===== config.mk =====
export PLATFORM = sky130hd
export DESIGN_NAME = fifo_rr_arbiter
export DESIGN_NICKNAME = d
export VERILOG_FILES = /design/src/rtl/fifo_arb_pkg.sv /design/src/rtl/rr_pick4.sv /design/src/rtl/fifo_rr_arbiter.sv
export SDC_FILE = /design/constraint.sdc
export NUM_CORES = 1
export LEC_CHECK = 0
export ABC_AREA = 1
export ABC_CLOCK_PERIOD_IN_PS = 2900
export CELL_PAD_IN_SITES_DETAIL_PLACEMENT = 0
export CELL_PAD_IN_SITES_GLOBAL_PLACEMENT = 1
export CORE_UTILIZATION = 34
export CTS_CLUSTER_DIAMETER = 120
export CTS_CLUSTER_SIZE = 8
export DETAILED_ROUTE_END_ITERATION = 7
export GPL_TIMING_DRIVEN = 0
export PLACE_DENSITY_LB_ADDON = 0.2
export SLEW_MARGIN = 30
export SYNTH_ARGS = -nofsm -noshare
export SYNTH_HDL_FRONTEND = slang
export SYNTH_SLANG_ARGS = --single-unit

===== constraint.sdc =====
create_clock -name clk -period 2.9 [get_ports clk]
set_input_delay 0.29 -clock clk [delete_from_list [all_inputs] [get_ports clk]]
set_output_delay 0.29 -clock clk [all_outputs]
set_load 0.1 [all_outputs]

===== src/rtl/fifo_arb_pkg.sv =====
// Shared definitions for the FIFO round-robin arbiter: FSM encodings,
// word-field positions and the one-hot helper.
package fifo_arb_pkg;

  localparam int LANES    = 4;
  localparam int DEST_MSB = 5;
  localparam int DEST_LSB = 4;

  typedef enum logic [1:0] {
    ST_IDLE   = 2'd0,
    ST_ACTIVE = 2'd1,
    ST_PAUSE  = 2'd2
  } arb_state_t;

  // Turn a 2-bit index into a 4-bit one-hot vector.
  function automatic logic [3:0] onehot4(input logic [1:0] idx);
    logic [3:0] v;
    v = 4'b0000;
    v[idx] = 1'b1;
    return v;
  endfunction

endpackage


===== src/rtl/rr_pick4.sv =====
// Combinational round-robin picker: first eligible lane at or after ptr,
// wrapping 3 -> 0.
module rr_pick4
  import fifo_arb_pkg::*;
(
  input  logic [3:0] eligible,
  input  logic [1:0] ptr,
  output logic [3:0] gnt,
  output logic       gnt_valid
);

  logic [1:0] idx_s;

  // Scan the four lanes starting at ptr and keep the first eligible one.
  always_comb begin
    gnt       = 4'b0000;
    gnt_valid = 1'b0;
    idx_s     = 2'd0;
    for (int k = 0; k < 4; k++) begin
      idx_s = ptr + 2'(k);
      if (!gnt_valid && eligible[idx_s]) begin
        gnt       = onehot4(idx_s);
        gnt_valid = 1'b1;
      end else begin
        gnt       = gnt;
        gnt_valid = gnt_valid;
      end
    end
  end

endmodule


===== src/rtl/fifo_rr_arbiter.sv =====
// Moves words from four input FIFOs to four output FIFOs. Input lanes are
// served round-robin; each word goes to the output FIFO named by its top
// two bits. Traffic stops while any output FIFO raises its pause flag.
module fifo_rr_arbiter #(
  parameter int DATA_WIDTH = 6,
  parameter int LANES      = 4,
  parameter int FLAG_LAT   = 2
) (
  input  logic                        clk,
  input  logic                        reset,
  input  logic [LANES-1:0]            in_empty,
  input  logic [LANES*DATA_WIDTH-1:0] in_data,
  output logic [LANES-1:0]            in_pop,
  input  logic [LANES-1:0]            out_pause,
  input  logic [LANES-1:0]            out_full,
  output logic [LANES-1:0]            out_push,
  output logic [DATA_WIDTH-1:0]       out_data,
  output logic                        idle,
  output logic [1:0]                  state,
  output logic                        err_drop
);

  import fifo_arb_pkg::*;

  // Mask counter wide enough to hold FLAG_LAT.
  localparam int MW = $clog2(FLAG_LAT + 1);

  arb_state_t            state_r, state_nx_s;
  logic [1:0]            rr_ptr_r;
  logic [MW-1:0]         mask_cnt_r [LANES];
  logic [LANES-1:0]      elig_s, gnt_s, pop_s;
  logic                  gnt_valid_s;
  logic [1:0]            gnt_idx_s;
  logic                  pend_vld_r;
  logic [1:0]            pend_lane_r;
  logic [DATA_WIDTH-1:0] word_s;
  logic [1:0]            dest_s;
  logic                  push_ok_s;
  logic [LANES-1:0]      out_push_r;
  logic [DATA_WIDTH-1:0] out_data_r;
  logic                  err_drop_r, idle_r;

  rr_pick4 u_pick (
    .eligible  (elig_s),
    .ptr       (rr_ptr_r),
    .gnt       (gnt_s),
    .gnt_valid (gnt_valid_s)
  );

  // A lane is eligible when its FIFO is non-empty and its post-pop mask has expired.
  always_comb begin
    elig_s = '0;
    for (int i = 0; i < LANES; i++) begin
      elig_s[i] = !in_empty[i] && (mask_cnt_r[i] == MW'(0));
    end
  end

  // Pops only happen in ACTIVE; reset suppresses them immediately.
  always_comb begin
    if ((state_r == ST_ACTIVE) && !reset && gnt_valid_s) begin
      pop_s = gnt_s;
    end else begin
      pop_s = '0;
    end
  end

  // Encode the one-hot grant into a lane index.
  always_comb begin
    gnt_idx_s = 2'd0;
    for (int i = 0; i < LANES; i++) begin
      if (gnt_s[i]) begin
        gnt_idx_s = 2'(i);
      end else begin
        gnt_idx_s = gnt_idx_s;
      end
    end
  end

  // Select the word returned by the lane popped last cycle and decode its destination.
  always_comb begin
    case (pend_lane_r)
      2'd0:    word_s = in_data[0*DATA_WIDTH +: DATA_WIDTH];
      2'd1:    word_s = in_data[1*DATA_WIDTH +: DATA_WIDTH];
      2'd2:    word_s = in_data[2*DATA_WIDTH +: DATA_WIDTH];
      2'd3:    word_s = in_data[3*DATA_WIDTH +: DATA_WIDTH];
      default: word_s = '0;
    endcase
    dest_s    = word_s[DEST_MSB:DEST_LSB];
    push_ok_s = pend_vld_r && !out_full[dest_s];
  end

  // Next-state: pause wins, otherwise run while any lane is eligible.
  always_comb begin
    case (state_r)
      ST_IDLE, ST_ACTIVE, ST_PAUSE: begin
        if (|out_pause) begin
          state_nx_s = ST_PAUSE;
        end else if (|elig_s) begin
          state_nx_s = ST_ACTIVE;
        end else begin
          state_nx_s = ST_IDLE;
        end
      end
      default: state_nx_s = ST_IDLE;
    endcase
  end

  // FSM, round-robin pointer, lane masks, two-stage word pipeline and drop flag.
  always_ff @(posedge clk) begin
    if (reset) begin
      state_r     <= ST_IDLE;
      rr_ptr_r    <= 2'd0;
      pend_vld_r  <= 1'b0;
      pend_lane_r <= 2'd0;
      out_push_r  <= '0;
      out_data_r  <= '0;
      err_drop_r  <= 1'b0;
      idle_r      <= 1'b1;
      for (int i = 0; i < LANES; i++) begin
        mask_cnt_r[i] <= MW'(0);
      end
    end else begin
      state_r <= state_nx_s;
      if (|pop_s) begin
        rr_ptr_r <= gnt_idx_s + 2'd1;
      end
      for (int i = 0; i < LANES; i++) begin
        if (pop_s[i]) begin
          mask_cnt_r[i] <= MW'(FLAG_LAT);
        end else if (mask_cnt_r[i] != MW'(0)) begin
          mask_cnt_r[i] <= mask_cnt_r[i] - MW'(1);
        end
      end
      pend_vld_r  <= |pop_s;
      pend_lane_r <= gnt_idx_s;
      out_push_r  <= push_ok_s ? onehot4(dest_s) : '0;
      if (push_ok_s) begin
        out_data_r <= word_s;
      end
      if (pend_vld_r && out_full[dest_s]) begin
        err_drop_r <= 1'b1;
      end
      idle_r <= (state_nx_s == ST_IDLE) && !(|pop_s) && !push_ok_s;
    end
  end

  assign in_pop   = pop_s;
  assign out_push = out_push_r;
  assign out_data = out_data_r;
  assign err_drop = err_drop_r;
  assign idle     = idle_r;
  assign state    = state_r;

endmodule


; ---- Word-level counts from Yosys, hierarchy flattened
; Memory sizes are Yosys's and may differ from the RTL's.
; Index checks and enable logic that the tools add are counted.
[word_totals]
input_bits = 38
elab_cells = 160
register_bits = 19
ram_bits = 8
memories = 1
output_inout_bits = 18
latch_bits = 0
rom_bits = 0
[op_classes]
order_cmp = 10
reduce_logical = 45
bitwise = 9
shifts = 0
n_mul = 0
n_mux = 74
n_div = 0
n_addsub = 8
eq_ne = 5
[mem_list]
columns = memory, depth, width, rd, rd_ports_with_merged_regs, wr, line
row1 = mask_cnt_r, 4, 2, 4, 0, 4, fifo_rr_arbiter.sv:30  ; logic [MW-1:0] mask_cnt_r [LANES];
[op_table]
columns = operator, count
row1 = $mux 1, 46
row2 = $mux 2, 12
row3 = $pmux 6 s4, 1
row4 = $mux 4, 5
row5 = $logic_and 1x1->1, 18
row6 = $lt 2x3->1 const B, 5
row7 = $logic_not 2->1, 7
row8 = $reduce_or 4->1, 3
row9 = $logic_not 1->1, 11
row10 = $bmux 1 s2, 5
row11 = $demux 1 s2, 5
row12 = $ge 2x1->1 const B, 5
row13 = $or 1x1->1, 8
row14 = $reduce_bool 2->1, 4
row15 = $sub 2x1->2 const B, 4
row16 = $eq 2x2->1 const B, 3
row17 = $add 2x1->2 const B, 2
row18 = $add 2x2->2 const B, 2
row19 = $eq 2x1->1 const B, 2
row20 = $reduce_or 3->1, 1
row21 = $reduce_or 2->1, 1
row22 = $not 1->1, 1

; ---- Logic depth before layout (Yosys ltp)
; An unclocked memory read counts as a cell.
[depth]
word_depth = 22
mapped_depth = 16
ltp_nobuf = 16

; ---- Hierarchy
; From an unflattened synthesis, not the netlist that was laid out.
[unflattened]
cells_unflattened = 264
hier_area_um2 = 1848.0
[modules_own_cells]
columns = mod, area_per_inst_um2, cells_per_inst, n_inst, seq_area_each_um2
row1 = fifo_rr_arbiter, 1436.4, 189, 1, 620.6
row2 = rr_pick4, 411.6, 75, 1, 0.0

; ---- Least setup slack after synthesis
; Ideal clock, no wire load.
[synth_path]
kind = reg-to-reg
start = register rr_ptr_r[1]
end = memory mask_cnt_r[2][0] (netlist name), data pin
setup_ns = 0.291
path_buffers = 0
required_time_ns = 2.609
arrival_time_ns = 2.375
setup_slack_ns = 0.234
stages_incl_launch_ff = 11
period_less_slack_ns = 2.666
path_cell_list = dfxtp_1 bufinv_8 ha_1 inv_1 nand3_1 nand2_8 nand4_4 nand3_1 nand3_2 inv_1 nor4_1
[synth_lines]
columns = item, line
row1 = from (decl), fifo_rr_arbiter.sv:29  ; logic [1:0] rr_ptr_r;
row2 = from (signal assigned), fifo_rr_arbiter.sv:125  ; rr_ptr_r <= gnt_idx_s + 2'd1;
row3 = to (decl), fifo_rr_arbiter.sv:30

; ---- Worst setup path in the final report
[layout_path]
start = register rr_ptr_r[0]
end = output port in_pop[1]
[layout_between]
elab_chain_len = 14
[layout_rtl]
columns = item, line
row1 = "parallel branches: the longest is 13 deep, another holds $lt 2x3->1", --
row2 = $mux 4 *, fifo_rr_arbiter.sv:60  ; if ((state_r == ST_ACTIVE) && !reset && gnt_valid_s) begin
row3 = to (decl), fifo_rr_arbiter.sv:13  ; output logic [LANES-1:0] in_pop,
; Mark *: on every way between the ends. The select of a mux whose other input is x is not followed.

==> summary.md <==
| Metric | Value |
|---|---|
| Met1 Use GR | `a little over 20%` |
| Post-synth EDFFs | `8` |
| Setup Fix Bufs, Post-CTS | `0` |
| Finished Layout Cells | `382` |
| Post-synthesis simple-gate area fraction | `about 43%` |
| Average size of a mapped cell | `around 7.7 um^2` |
| Share of cells above drive strength 1 | `approximately 17%` |
| FP Rows | `27` |
| Synthesized instance count | `251` |
| Clock-pin slew on the worst setup and hold paths | `roughly 0.10 ns` |
| Hold crit path type | `reg -> reg` |
| Post-synthesis register bit count | `27` |
| XOR/XNOR share of the synthesized area | `0%` |
| Starting DRT DRC Count | `70` |
| CP startpoint kind | `flip-flop` |
| Buffers added on ports | `55` |
| Crit path max fanout | `9` |
| Net Count, Synth | `300` |
| Req. time, crit path | `2.61 ns` |
| Placed Area | `2571 um^2` |
| Post-synthesis mux area share | `0%` |
| Yosys cell types | `35` |
| Max clock buf depth | `2` |
| Area leader, netlist | `dfxtp_1` |
| Die W | `roughly 77 um` |
| H-tree levels | `1` |
| Area growth from synthesis to layout | `35.97%` |
| Achievable frequency | `368.2 MHz` |
| Worst-skew pair later-pin latency | `0.27 ns` |
| # IOs | `56` |
| Fin Setup TNS | `0 ns` |
| Crit path time final | `~2.7 ns` |
| Largest family of logic cells by synthesized area | `simple AND/OR/NAND/NOR gates` |
| Starting density of the core | `between 30% and 40%` |
| Count of final hold-check violations | `0` |
| Initial antenna violation count | `0` |
| Total congestion overflow | `0` |
| Final net count | `between 300 and 400` |
| Top FF cell, synth | `dfxtp_1` |
| Vias in the first global route | `around 1700` |
| First-pass GRT wire length | `7590 um` |
| Placed Instances | `378` |
| Max VDD drop | `around 0.27 mV` |
| Synth top area share | `between 15 and 20%` |
| Yosys warns | `0` |
| Tightest Pin Transition | `approximately 0.98 ns` |
| Status | `finished clean` |
| Clock skew | `0.003235 ns` |
| Worst setup EP type | `primary output` |
| GP Congestion | `0.7930` |
| Worst EP arrival | `approximately 2.4 ns` |
| RSZ-0062 raised after global routing | `false` |
| Final WL | `approximately 4300 um` |
| N_diodes | `0` |
| Compound-cell area share of the yosys netlist | `8.166%` |
| Clock root buffer | `clkbuf_8` |
| Initial DRT Pass Iterations | `6` |
| Drt via density | `roughly 4.7` |
| Wire per inst | `~11 um` |
| Worst hold slack | `between 0.4 and 0.5 ns` |
| Drt drc | `0` |
| Post-Syn Area | `between 1500 and 2000 um^2` |
| Synth top area cells | `dfxtp_1 20%, edfxtp_1 12%, nand2_1 12%` |
| PD cells | `~630 nW/um^2` |
| Seq/Total Area, Yosys | `between 30% and 40%` |
| Num CTS Buffers | `3` |
| Die height | `around 77 um` |
| DR vias | `~1800` |
| WHS Path Cells | `2` |
| Final Cell Area | `between 2000 and 3000 um^2` |
| Slew Limit Fails | `0` |
| Worst Setup Path Type | `reg -> out` |
| Max-cap viol count | `0` |
| Post-synthesis adder-cell area fraction | `about 7.1%` |
| Antenna Nets Post-Route | `0` |
| Gr busiest metal | `met2` |
| Core Area | `5473 um^2` |
| Largest net degree at the start of global routing | `17` |
| Routing usage on met2 | `a little over a quarter` |
| Leakage dissipation | `between 1 and 1.5 nW` |
| Slew headroom | `around 34%` |
| Final period util | `between 90% and 100%` |
| Final Setup Violations | `0` |
| CTS tree | `done` |
| Die ar. | `between 5000 and 6000 um^2` |
| Gr usage total | `15.55%` |
| CTS Sinks | `27` |
| Worst Reg-to-Reg Cells | `14` |
| Met3 Resource Use GR | `approximately 1.8%` |
| Async S/R FF share, synth | `0%` |
| Post-DP HPWL | `about 3500 um` |
## registers in the layout (all words and copies together) (netlist names)
register	cells
mask_cnt_r	8
out_data	6
out_push	4
pend_lane_r	2
rr_ptr_r	2
state	2
err_drop	1
idle	1
pend_vld_r	1
## power by group
part | internal (W) | switching, W | total [W]
clock | 0.0000983 | 0.000120 | 0.000218
combinational | 0.000334 | 0.000580 | 0.000914
sequential | 0.000477 | 0.0000364 | 0.000513
## cell usage in the layout, fill, tap and decap left out, types with 6 or more instances in the layout
cell              n
nand2_1          61
clkdlybuf4s50_1  51
inv_1            30
nand3_1          30
dfxtp_1          17
nor2_1           16
ha_1             11
nand3_2           9
edfxtp_1          8
inv_2             7
nand2_2           6
o21ai_1           6
## cells in the mapped netlist (all sizes together), types with 4 or more instances
cell / n
inv: 37
nand4: 4
a221oi: 4
nand3: 40
o21ai: 11
nor2: 23
nor3: 5
nand2: 70
edfxtp: 8
dfxtp: 19
ha: 11
a21oi: 4
## layer usage
layer / share of wire, % / vias to the layer above
met2: 47 / 30
met1: 48 / 804
met4: 1.3 / 0
met5: 0 / -
li1: - / 952
met3: 2.8 / 4
## layout make-up
cell class | count | area [um^2]
inverter | 38 | 156.4
sequential | 27 | 625.6
multi-input combinational | 183 | 1125
timing repair buffer | 55 | 551.8
fill | 574 | 2848
clock inverter | 1 | 6.256
tap | 72 | 90.09
buffer | 3 | 28.78
clock buffer | 3 | 41.29
## repair_timing
action                                  4_1_cts  5_1_grt
resized for setup                            26        4
endpoints found under the setup margin        4        4
hold buffers                                  0        0
## worst max-delay path: stages (launching register included)
cell     delay (ns)
dfxtp_2        0.44
inv_2          0.15
ha_1           0.36
inv_1          0.11
nand3_1        0.18
nand2_8        0.14
nand4_4        0.12
nand3_2        0.12
nand3_2        0.15
inv_1          0.09
buf_4          0.28
## through the flow
step	power [W]	utilization, %	setup WS (ns)
6_report	0.001645	47.97	0.1843
5_1_grt	0.001800	47.97	0.02988
4_1_cts	0.001666	47.71	0.05493
3_5_place_dp	0.001442	46.98	-0.5960
3_3_place_gp	0.001444	46.98	-0.5894
2_1_floorplan	0.001236	-	0.2340
## final timing paths
path	to	from	slack (ns)
worst max-delay path	in_pop[1]	rr_ptr_r[0]$_SDFFE_PP0P_	0.18
worst min-delay path	out_data[4]$_SDFFE_PP0N_	out_data[4]$_SDFFE_PP0N_	0.45
worst max register to register	mask_cnt_r[3][1]$_DFFE_PP_	rr_ptr_r[0]$_SDFFE_PP0P_	0.54
worst min register to register	out_data[4]$_SDFFE_PP0N_	out_data[4]$_SDFFE_PP0N_	0.45
## cell families (layout without fill, tap and decap cells)
| family | Yosys count | count (layout) |
|---|---|---|
| buf+inv | 41 | 100 |
| flops | 27 | 27 |
| fa+ha+maj | 11 | 11 |
| simple gates | 147 | 147 |
| compound gates | 25 | 25 |
No activity file was read; power rests on OpenSTA's default activity.
